$ cat src/rtl/readout_integrator.sv
// Readout integrator: waits for a scheduled timestamp, integrates a programmed number of
// signed {Q,I} ADC samples with saturation, and returns I/Q sums plus a thresholded state bit.
module readout_integrator #(
  parameter int ACC_W = 32,
  parameter int LEN_W = 16,
  parameter int TS_W  = 24
) (
  input  logic             clk,
  input  logic             rst,
  input  logic             acq_valid,
  output logic             acq_ready,
  input  logic [TS_W-1:0]  acq_t_start,
  input  logic [LEN_W-1:0] acq_t_len,
  input  logic [ACC_W-1:0] acq_threshold,
  input  logic [31:0]      time_counter,
  input  logic [31:0]      s_axis_data,
  input  logic             s_axis_valid,
  output logic             s_axis_ready,
  output logic             res_valid,
  input  logic             res_ready,
  output logic [ACC_W-1:0] res_i,
  output logic [ACC_W-1:0] res_q,
  output logic             res_state,
  output logic             res_sat,
  output logic             res_gap,
  output logic             busy
);

  typedef enum logic [1:0] {IDLE, WAIT, ACQ, DONE} state_t;

  localparam logic [ACC_W-1:0] ACC_MAX = {1'b0, {(ACC_W-1){1'b1}}};
  localparam logic [ACC_W-1:0] ACC_MIN = {1'b1, {(ACC_W-1){1'b0}}};

  state_t           state, state_n;
  logic [TS_W-1:0]  t_start;
  logic [LEN_W-1:0] t_len;
  logic [ACC_W-1:0] threshold;
  logic [ACC_W-1:0] acc_i, acc_q;
  logic [LEN_W-1:0] count;
  logic             sat, gap;

  logic [ACC_W-1:0] sext_i, sext_q, sum_i, sum_q;
  logic             clamp_i, clamp_q;
  logic [LEN_W-1:0] count_inc;
  logic             beat, last_beat;

  // Returns {clamped, value}; the extra sum bit exposes overflow in either direction.
  function automatic logic [ACC_W:0] sat_add(input logic [ACC_W-1:0] a, input logic [ACC_W-1:0] b);
    logic [ACC_W:0] s;
    s = {a[ACC_W-1], a} + {b[ACC_W-1], b};
    if (s[ACC_W] != s[ACC_W-1]) sat_add = {1'b1, (s[ACC_W] ? ACC_MIN : ACC_MAX)};
    else                        sat_add = {1'b0, s[ACC_W-1:0]};
  endfunction

  assign sext_i    = {{(ACC_W-16){s_axis_data[15]}}, s_axis_data[15:0]};
  assign sext_q    = {{(ACC_W-16){s_axis_data[31]}}, s_axis_data[31:16]};
  assign count_inc = count + LEN_W'(1);

  // NOTE: every signal written here gets a default first so no path leaves it unassigned
  // (which would infer a latch).
  always_comb begin
    state_n            = state;
    beat               = 1'b0;
    last_beat          = 1'b0;
    {clamp_i, sum_i}   = sat_add(acc_i, sext_i);
    {clamp_q, sum_q}   = sat_add(acc_q, sext_q);
    case (state)
      IDLE: if (acq_valid) state_n = (acq_t_len == '0) ? DONE : WAIT;
      WAIT: if (time_counter[TS_W-1:0] == t_start) state_n = ACQ;
      ACQ: if (s_axis_valid) begin
        beat = 1'b1;
        if (count_inc == t_len) begin
          last_beat = 1'b1;
          state_n   = DONE;
        end
      end
      DONE: if (res_ready) state_n = IDLE;
      default: state_n = IDLE;
    endcase
  end

  // The ADC is never stalled; ready only drops while reset is asserted.
  assign acq_ready    = (state == IDLE) && !rst;
  assign s_axis_ready = !rst;
  assign res_valid    = (state == DONE);
  assign busy         = (state != IDLE);

  // NOTE: sequential state uses non-blocking assignments so every register samples
  // pre-edge values. The datapath registers are reset too because the result outputs
  // must read zero out of reset.
  always_ff @(posedge clk) begin
    if (rst) begin
      state     <= IDLE;
      t_start   <= '0;
      t_len     <= '0;
      threshold <= '0;
      acc_i     <= '0;
      acc_q     <= '0;
      count     <= '0;
      sat       <= 1'b0;
      gap       <= 1'b0;
      res_i     <= '0;
      res_q     <= '0;
      res_state <= 1'b0;
      res_sat   <= 1'b0;
      res_gap   <= 1'b0;
    end else begin
      state <= state_n;
      case (state)
        IDLE: if (acq_valid) begin
          t_start   <= acq_t_start;
          t_len     <= acq_t_len;
          threshold <= acq_threshold;
          acc_i     <= '0;
          acc_q     <= '0;
          count     <= '0;
          sat       <= 1'b0;
          gap       <= 1'b0;
          if (acq_t_len == '0) begin
            res_i     <= '0;
            res_q     <= '0;
            res_state <= $signed({ACC_W{1'b0}}) > $signed(acq_threshold);
            res_sat   <= 1'b0;
            res_gap   <= 1'b0;
          end
        end
        ACQ: if (beat) begin
          acc_i <= sum_i;
          acc_q <= sum_q;
          count <= count_inc;
          sat   <= sat | clamp_i | clamp_q;
          // Results are captured once here so they stay put after the handshake.
          if (last_beat) begin
            res_i     <= sum_i;
            res_q     <= sum_q;
            res_state <= $signed(sum_i) > $signed(threshold);
            res_sat   <= sat | clamp_i | clamp_q;
            res_gap   <= gap;
          end
        end else begin
          gap <= 1'b1;
        end
        default: ;
      endcase
    end
  end

  if (TS_W < 32) begin : g_tc_high
    logic unused_tc_high;
    assign unused_tc_high = ^time_counter[31:TS_W];
  end

endmodule

$ cat config.mk
export PLATFORM = sky130hd
export DESIGN_NAME = readout_integrator
export DESIGN_NICKNAME = d
export VERILOG_FILES = /design/src/rtl/readout_integrator.sv
export SDC_FILE = /design/constraint.sdc
export NUM_CORES = 1
export LEC_CHECK = 0
export BUFFER_PORTS_ARGS = -buffer_cell sky130_fd_sc_hd__buf_2
export CAP_MARGIN = 20
export CORE_AREA = 2 2 191 193
export DETAILED_ROUTE_END_ITERATION = 10
export DIE_AREA = 0 0 193 195
export GPL_ROUTABILITY_DRIVEN = 0
export PLACE_DENSITY = 0.63
export SYNTH_ARGS = -nofsm -noshare
export SYNTH_HDL_FRONTEND = slang
export SYNTH_SLANG_ARGS = --single-unit
$ cat constraint.sdc
create_clock -name clk -period 4.6 [get_ports clk]
set_input_delay 0.46 -clock clk [delete_from_list [all_inputs] [get_ports clk]]
set_output_delay 0.46 -clock clk [all_outputs]
set_load 0.1 [all_outputs]
Word level (Yosys, flattened, before mapping)
Index checks and enable logic that the tools add are counted.
{ "classes": {"n_reduce_logical": 11, "n_div": 0, "multipliers": 0, "n_bitwise": 2, "muxes": 50, "n_eq_ne": 16, "shift": 0, "n_addsub": 3, "order_cmp": 2} }
{ "op_table": {"columns": ["op", "count"], "rows": [
  ["two-way mux 32 bit", 11],
  ["case mux 32 bit (2 select lines)", 4],
  ["adder 32 x 16 -> 33 bit", 2],
  ["two-way mux 33 bit", 2],
  ["greater-than comparator 1 x 32 -> 1 bit, first input constant", 1],
  ["greater-than comparator 32 bit", 1],
  ["two-way mux 16 bit", 2],
  ["case mux 16 bit (2 select lines)", 1],
  ["equality test 24 bit", 1],
  ["two-way mux 1 bit", 18],
  ["adder 16 x 1 -> 16 bit, second input constant", 1],
  ["equality test 16 bit", 1],
  ["zero test 16 bit", 1],
  ["!= test 2 bit, second input constant", 8],
  ["two-way mux 2 bit", 6],
  ["case mux 1 bit (2 select lines)", 5],
  ["AND reduction 5 bit", 2],
  ["case mux 2 bit (4 select lines)", 1],
  ["AND reduction 3 bit", 2],
  ["equality test 2 bit, second input constant", 2],
  ["nonzero test 2 bit", 2],
  ["equality test 2 x 1 -> 1 bit, second input constant", 1],
  ["zero test 2 bit", 1],
  ["!= test 1 bit", 2],
  ["other kinds (5)", 6]
]} }
{ "word_totals": {"regBits": 223, "elab_cells": 98, "output_inout_bits": 71, "romBits": 0, "ramBits": 0, "n_memories": 0, "input_bits": 141, "latch_bits": 0} }

Depth between registers and ports, before layout
Gate-level depths: netlist of run 1.
{ "depth": {"depth_word": 8, "mapped_depth": 21, "depth_no_buf": 20} }

Least setup slack after synthesis of run 1
No wires, ideal clock.
{ "synth_timing": {"path_type": "input -> register", "from": "in s_axis_data[15]", "to": "reg res_state", "cell_stages": 21, "arrival_ns": 4.140, "slack_ns": 0.336, "t_required_ns": 4.476, "setup_time_ns": 0.124, "path_buffers": 2, "cell_sequence": "ha_1 -> clkbuf_1 -> a21o_1 -> a21o_1 -> a21o_1 -> a221o_1 -> a31oi_1 -> nand3_1 -> mux2i_2 -> clkbuf_1 -> o21ai_0 -> ha_1 -> nor2b_1 -> o21a_1 -> o21a_1 -> o21ai_0 -> a21boi_0 -> o21ai_0 -> nand4_1 -> a32oi_1 -> a21oi_1"} }
{ "synth_via": {"elab_chain_len": 7, "elab_cells_between_ends": 8, "cone_classes": "add/sub (1); order compare (1); eq/ne (1); mux (5)"} }
{ "synth_rtl": {"columns": ["element", "line", "source"], "rows": [
  ["start: declaration", "16", "input logic [31:0] s_axis_data,"],
  ["adder 32 x 16 -> 33 bit *", "50", "s = {a[ACC_W-1], a} + {b[ACC_W-1], b};"],
  ["two-way mux 32 bit or != test 1 bit (tied branches)", "51", "if (s[ACC_W] != s[ACC_W-1]) sat_add = {1'b1, (s[ACC_W] ? ACC_MIN : ACC_MAX)};"],
  ["two-way mux 33 bit *", "51", null],
  ["greater-than comparator 32 bit *", "136", "res_state <= $signed(sum_i) > $signed(threshold);"],
  ["two-way mux 1 bit *", "133", "if (last_beat) begin"],
  ["two-way mux 1 bit *", "127", "ACQ: if (beat) begin"],
  ["case mux 1 bit (2 select lines) *", "109", "case (state)"],
  ["end signal: assignment", "122", "res_state <= $signed({ACC_W{1'b0}}) > $signed(acq_threshold);"],
  ["end signal: assignment", "136", null],
  ["end: declaration", "23", "output logic res_state,"]
]} }
Mark *: on every way between the ends. The rest lies on a longest branch, timed or not. The select of a mux whose other input is x is not followed.
A chain may end at the register's enable or synchronous reset.

Worst setup path after layout of run 1
{ "layout_timing": {"from": "reg acc_i[5]", "to": "reg res_state"} }
{ "layout_via": {"elab_chain_len": 7, "elab_cells_between_ends": 8, "cone_classes": "add/sub (1); order compare (1); eq/ne (1); mux (5)"} }
{ "layout_rtl": {"columns": ["element", "line", "source"], "rows": [
  ["start: declaration", "38", "logic [ACC_W-1:0] acc_i, acc_q;"],
  ["start signal: assignment", "128", "acc_i <= sum_i;"],
  ["adder 32 x 16 -> 33 bit *", "50", null],
  ["two-way mux 32 bit or != test 1 bit (tied branches)", "51", null],
  ["two-way mux 33 bit *", "51", null],
  ["greater-than comparator 32 bit *", "136", null],
  ["two-way mux 1 bit *", "133", null],
  ["two-way mux 1 bit *", "127", null],
  ["case mux 1 bit (2 select lines) *", "109", null]
]} }
Marks and branches as above.

==> summary.md, run 1 <==
| Metric | Value |
|---|---|
| Status | complete, no violations |
| TNS Setup | 0 ns |
| Slowest stage cell, crit path | ha_1 |
| Critical path class | reg -> reg |
| CTS tree | done |
| Area of the core | 35400 µm² |
| Final Max Slew Viols | 0 |
| Tcrit/Tclk final | 93.1% |
| Ranking of synthesized cells by area | dfxtp_1 (33%), ha_1 (9.5%), nand2_1 (8.6%) |
| # IOs | 212 |
| Routed WL per cell | 16.2 µm |
| VDD IR max | 0.340 mV |
| 1st-pass router iterations | 5 |
| Via/cell ratio | 5.28 |
| Fin nets | 2202 |
| Clock skew | 0.0159 ns |
| Layout area overhead | 21.3% |
| Die width | 193 µm |
| Flop2flop setup slack | 0.32 ns |
| First-pass GRT wire length | 64200 µm |
| Most frequent cells in the layout | nand2_1 (306), dfxtp_1 (223), buf_2 (202) |
| Worst slew margin | 45.5% |
| Number of enable flip-flop cells after synthesis | 0 |
| Area leader, netlist | dfxtp_1 |
| Cell area after layout | 16200 µm² |
| DP HPWL | 30100 µm |
| PwrDens | 427 nW/µm² |
| Placed inst area | 15300 µm² |
| Critical Path RT | 5.02 ns |
| DRC viols | 0 |
| Crit path max-delay family | compound AO/OA/AOI/OAI gates |
| Total CTS buffers | 26 |
| Min Tclk post-route | 4.28 ns |
| RSZ-0062 raised after global routing | false |
| Hold crit path type | in -> reg |
| Die height | 195 µm |
| Post-synth top flop | dfxtp_1 |
| Grt ovf | 0 |
| Post-synth top area share | 33.4% |
| Worst Tran Pin Value | 0.815 ns |
| Synthesized instance count | 1738 |
| FILL cells | 3590 |
| GRT Overall Usage | 20.9% |
| Port bufs | 203 |
| Vias in the first global route | 12.7k |
| Final Routed Wirelength | 39500 µm |
| Most common cell after layout, fill and taps aside | nand2_1 |
| H-Tree Depth | 1 |
| Largest net degree at the start of global routing | 75 |
| Final setup viols | 0 |
| Crit end category | flip-flop |
| Overall Power | 6.92 mW |
| Synth warnings | 0 |
| Yosys cell types | 73 |
| Initial antenna violation count | 5 |
| Max Cap Violations | 0 |
| CP cell instances | ha_1 -> o211ai_1 -> a211oi_1 -> o21ai_2 -> a2111oi_1 -> buf_4 -> o21ai_2 -> a21oi_1 -> mux2i_4 -> buf_4 -> and2_1 -> nor2_1 -> ha_1 -> a21o_1 -> a21o_1 -> a21oi_1 -> a21boi_0 -> o21ai_0 -> nand4_1 -> a32oi_2 -> a21oi_1 |
| Maximum clock path buffer count | 3 |
| Final hold viol count | 0 |
| Cell mode on critical path | a21oi_1 |
| Vias | 12.9k |
| Die area | 37600 µm² |
| Clock Sinks | 223 |
| WP buf/inv | 2 |
| Critical Path AT | 4.70 ns |
| Max Freq | 0.234 GHz |
| Startpoint Class | flip-flop |
| Fin util | 45.8% |
| Worst-Skew Late Latency | 0.55 ns |
| Syn Nets | 1983 |
| Netlist Area Pre-Place | 13400 µm² |
| Ys async rst share | 0% |
| Register clock-pin slew on the reported worst setup and hold paths | 0.06 ns |
| Slowest cell delay on critical path | 0.37 ns |
| Post-Syn Area per Cell | 7.69 µm² |
| CP Max Fanout | 7 |
| Yosys reg bits | 223 |
| Sequential share of the synthesized area | 33.4% |
| Number of routed nets with antenna violations | 0 |
| Starting Density | 37.8% |
| Row Count | 69 |
| # Post-CTS Setup Buffers | 0 |
| LEAKAGE | 7.01 nW |
| Initial DRC Count | 817 |
| Clock root buffer | clkbuf_16 |
| Share of cells above drive strength 1 | 18.6% |
-- synthesized netlist by cell type (all sizes together), types with 9 or more instances --
cell	count
a211oi	10
a21o	44
a21oi	172
a22o	22
a2bb2oi	10
a31oi	9
and2	25
and3	13
buf	25
clkbuf	79
dfxtp	223
ha	102
inv	56
nand2	307
nand2b	10
nand3	37
nand4	37
nor2	116
nor2b	17
nor3	29
nor4	15
o211ai	12
o21ai	157
o21bai	9
o31ai	11
xnor2	61
xor2	37
-- sequential cells by signal (all words and copies together), names as in the netlist, 2 cells and up --
| signal | flops |
|---|---|
| acc_q | 32 |
| res_i | 32 |
| t_len | 16 |
| count | 16 |
| threshold | 32 |
| state | 2 |
| t_start | 24 |
| res_q | 32 |
| acc_i | 32 |
-- worst min-delay path, delay by kind of cell --
kind | cells | cell delay [ns]
compound gates | 1 | 0.05
simple gates | 1 | 0.04
buf+inv | 1 | 0.09
-- final timing paths --
kind,depth (start not counted),startpoint,end
hold / removal,3,acq_t_start[17],t_start[17]
hold reg to reg,2,res_q[18],res_q[18]
setup / recovery,21,acc_i[5],res_state
setup reg to reg,21,acc_i[5],res_state
-- layer usage --
metal | global-route usage [%] | part of all wire (%) | vias up | wire length, µm
li1 | - | - | 6556 | -
met4 | 6.23 | 3.0 | 4 | 1190
met2 | 33.5 | 44 | 320 | 17400
met3 | 4.04 | 6.0 | 68 | 2350
met1 | 28.3 | 47 | 5931 | 18500
met5 | 0.796 | 0.12 | - | 48
-- kinds of logic (layout without fill, tap and decap cells) --
group                      Yosys count  after routing  synth area share (%)
xor gates and xnor gates            98             98                  6.42
buffers and inverters              160            396                  4.70
DFF                                223            223                  33.4
and+or+nand+nor                    635            635                  21.6
other                                0              4                     0
muxes                                7              7                 0.561
adders and majority gates          104            104                  9.84
AOI/OAI and AO/OA                  511            511                  23.5
-- area by class of cell --
class	count	area [µm²]	area share, %
Antenna cell	4	10.0	0.0617
Clock buffer	37	753	4.64
Clock inverter	8	151	0.934
Inverter	56	210	1.30
Multi-Input combinational cell	1355	8340	51.4
Sequential cell	223	4460	27.5
Tap cell	461	577	3.56
Timing Repair Buffer	295	1710	10.6
-- timing repair --
action,CTS,global route
setup endpoints to repair,0,1
hold buffers,0,0
gates resized for setup,0,11
-- stage by stage --
stage	cells	hold WS, ns	setup WS [ns]
global route	2438	0.148	0.000388
CTS	2435	0.130	0.145
floorplan	1738	0.429	0.336
finish	2439	0.153	0.318
global placement	2390	0.435	-0.0493
detailed placement	2390	0.440	-0.101
-- where the power goes --
| part | switching [mW] | internal [mW] |
|---|---|---|
| Clock | 0.842 | 1.36 |
| Sequential | 0.118 | 2.10 |
| Combinational | 1.57 | 0.922 |
| Total | 2.53 | 4.38 |
Power figures use the tool's default switching activity.
==> run 2: changes to the inputs <==
==> constraint.sdc (replaced) <==
create_clock -name clk -period 5.2 [get_ports clk]
set_input_delay 0.52 -clock clk [delete_from_list [all_inputs] [get_ports clk]]
set_output_delay 0.52 -clock clk [all_outputs]
set_load 0.1 [all_outputs]
==> summary.md, run 2 (synthesized netlist as in run 1, its figures left out) <==
| Metric | Value |
|---|---|
| First-pass GRT wire length | 62900 µm (-2.1%) |
| Slowest stage cell, crit path | a211oi_2 |
| Cell mode on critical path | a21o_1 |
| Die height | 195 µm (unchanged) |
| Internal cell power | 3.53 mW (-19%) |
| Flop pwr share | 34.4% (+2.3 points) |
| # Post-CTS Setup Buffers | 0 (unchanged) |
| Die width | 193 µm (unchanged) |
| Area of the core | 35400 µm² (unchanged) |
| Die area | 37600 µm² (unchanged) |
| Critical Path AT | 5.04 ns (+0.34 ns) |
| Max Cap Violations | 0 (unchanged) |
| Layout area overhead | 16.1% |
| CP Max Fanout | 20 (+13) |
| Critical Path RT | 5.63 ns (+0.61 ns) |
| Cell area after layout | 15500 µm² (-4.3%) |
| Worst Tran Pin Value | 0.968 ns (+0.153 ns) |
| Final setup viols | 0 (unchanged) |
| H-Tree Depth | 1 (unchanged) |
| RR Startpoint | acc_i[1] |
| Port bufs | 203 (unchanged) |
| CP cell instances | ha_1 -> a21o_1 -> nand4_1 -> nand4_1 -> a21o_1 -> a211oi_2 -> o21a_1 -> mux2i_2 -> buf_12 -> and2_1 -> nor2_1 -> ha_1 -> a21o_1 -> a21o_1 -> a21oi_1 -> o21ai_0 -> o21ai_0 -> nand4_1 -> a32oi_1 -> a21oi_1 |
| CTS tree | done |
| Final Routed Wirelength | 39200 µm (-0.73%) |
| Placed inst area | 14700 µm² (-3.5%) |
| Final Max Slew Viols | 0 (unchanged) |
| Fin nets | 2127 (-3.4%) |
| Worst slew margin | 35.3% (-10 points) |
| Vias | 12.8k (-0.78%) |
| DP HPWL | 29400 µm (-2.6%) |
| CTS Hold Bufs | 0 (unchanged) |
| Post-CTS Resized | 0 (unchanged) |
| Register clock-pin slew on the reported worst setup and hold paths | 0.06 ns (about the same) |
| Critical path class | reg -> reg |
| TNS Setup | 0 ns (unchanged) |
| 1st-pass router iterations | 5 (unchanged) |
| LEAKAGE | 6.61 nW (-5.7%) |
| Clock skew | 0.0140 ns (-0.00187 ns) |
| Total CTS buffers | 27 (+3.8%) |
| Startpoint Class | flip-flop |
| Slowest cell delay on critical path | 0.47 ns (+0.10 ns) |
| Flop2flop setup slack | 0.59 ns (+0.27 ns) |
| Crit end category | flip-flop |
| Clock root buffer | clkbuf_16 |
| Clock Sinks | 223 (unchanged) |
| # IOs | 212 (unchanged) |
| Routed WL per cell | 16.6 µm (+2.6%) |
| Sw power | 2.19 mW (-14%) |
| Hold slack | 0.204 ns (+0.0505 ns) |
| Grt ovf | 0 (unchanged) |
| RSZ-0062 raised after global routing | false |
| Final hold viol count | 0 (unchanged) |
| Comb pwr share | 35.6% (-0.5 points) |
| PwrDens | 368 nW/µm² (-14%) |
| Share of cells above drive strength 1 | 14.9% (-3.8 points) |
| Final WS setup | 0.586 ns (+0.268 ns) |
| Sw frac | 38.2% (+1.6 points) |
| Crit path capture | res_state |
| Starting Density | 37.8% (unchanged) |
| Largest net degree at the start of global routing | 75 (unchanged) |
| Maximum clock path buffer count | 3 (unchanged) |
| RR Endpoint | res_state |
| Clock power frac | 30.0% (-1.8 points) |
| FILL cells | 3672 (+2.3%) |
| GRT Overall Usage | 20.5% (-0.46 points) |
| Hold crit path type | in -> reg |
| Status | complete, no violations |
| R2R depth | 20 (-4.8%) |
| Pre-CTS setup slack | 0.147 ns (+0.248 ns) |
| Initial antenna violation count | 9 (+4) |
| Initial DRC Count | 757 (-7.3%) |
| Via/cell ratio | 5.41 (+2.5%) |
| DRC viols | 0 (unchanged) |
| Tcrit/Tclk final | 88.7% (-4.4 points) |
| Worst-Skew Late Latency | 0.55 ns (about the same) |
| Crit path launch | acc_i[1] |
| WHS Path Cells | 3 (unchanged) |
| Max Freq | 0.217 GHz (-7.2%) |
| Most frequent cells in the layout | nand2_1 (306), dfxtp_1 (223), buf_2 (202) |
| Most common cell after layout, fill and taps aside | nand2_1 |
| VDD IR max | 0.253 mV (-26%) |
| Min Tclk post-route | 4.61 ns (+0.332 ns) |
| Number of routed nets with antenna violations | 0 (unchanged) |
| Row Count | 69 (unchanged) |
| Vias in the first global route | 12.2k (-3.9%) |
[run 2: per-stage QoR]
stage	instances	power, mW	utilization (%)
after detailed placement	2314	4.03	41.6
after CTS	2357	5.77	43.8
after global routing	2360	6.10	43.8
after global placement	2314	3.98	41.6
after floorplan	1738	3.47	-
final	2361	5.72	43.8
[run 2: cell type report]
type / count / area [µm²] / share of cell area [%]
inverters: 56 / 210 / 1.35
diodes: 4 / 10.0 / 0.0645
clock inverters: 5 / 31.3 / 0.202
flip-flops and latches: 223 / 4460 / 28.8
repair buffers: 219 / 1180 / 7.58
multi-input cells: 1355 / 8300 / 53.5
well taps: 461 / 577 / 3.72
clock buffers: 38 / 747 / 4.81
[run 2: worst min-delay path by stage]
stage | end | from | slack [ns]
global route | t_start[9] | acq_t_start[9] | 0.19
finish | t_start[23] | acq_t_start[23] | 0.20
CTS | t_start[23] | acq_t_start[23] | 0.18
floorplan | acc_i[12] | acc_i[12] | 0.43
detailed placement | res_i[26] | res_i[26] | 0.44
global placement | res_q[3] | res_q[3] | 0.44
[run 2: per-layer routing]
| layer | global-route usage [%] | part of all wire (%) |
|---|---|---|
| met1 | 27.6 | 47 |
| met2 | 32.2 | 43 |
| met4 | 6.82 | 3.1 |
| met5 | 0 | 0.19 |
| met3 | 4.57 | 6.7 |
[run 2: critical path, delay by kind of cell, from the launching register on]
family | cells | cell delay, ns
AOI/OAI and AO/OA | 11 | 2.35
and+or+nand+nor | 5 | 0.63
muxes | 1 | 0.39
buffers and inverters | 1 | 0.20
adders and majority gates | 2 | 0.54
DFF | 1 | 0.38
[run 2: power by group through the flow]
stage                     clock network, mW  logic (mW)  registers (mW)
after detailed placement                  0        2.03            2.00
after floorplan                           0        1.49            1.98
final                                  1.72        2.03            1.97
after global routing                   1.84        2.28            1.98
after CTS                              1.77        2.04            1.96
after global placement                    0        1.99            1.99
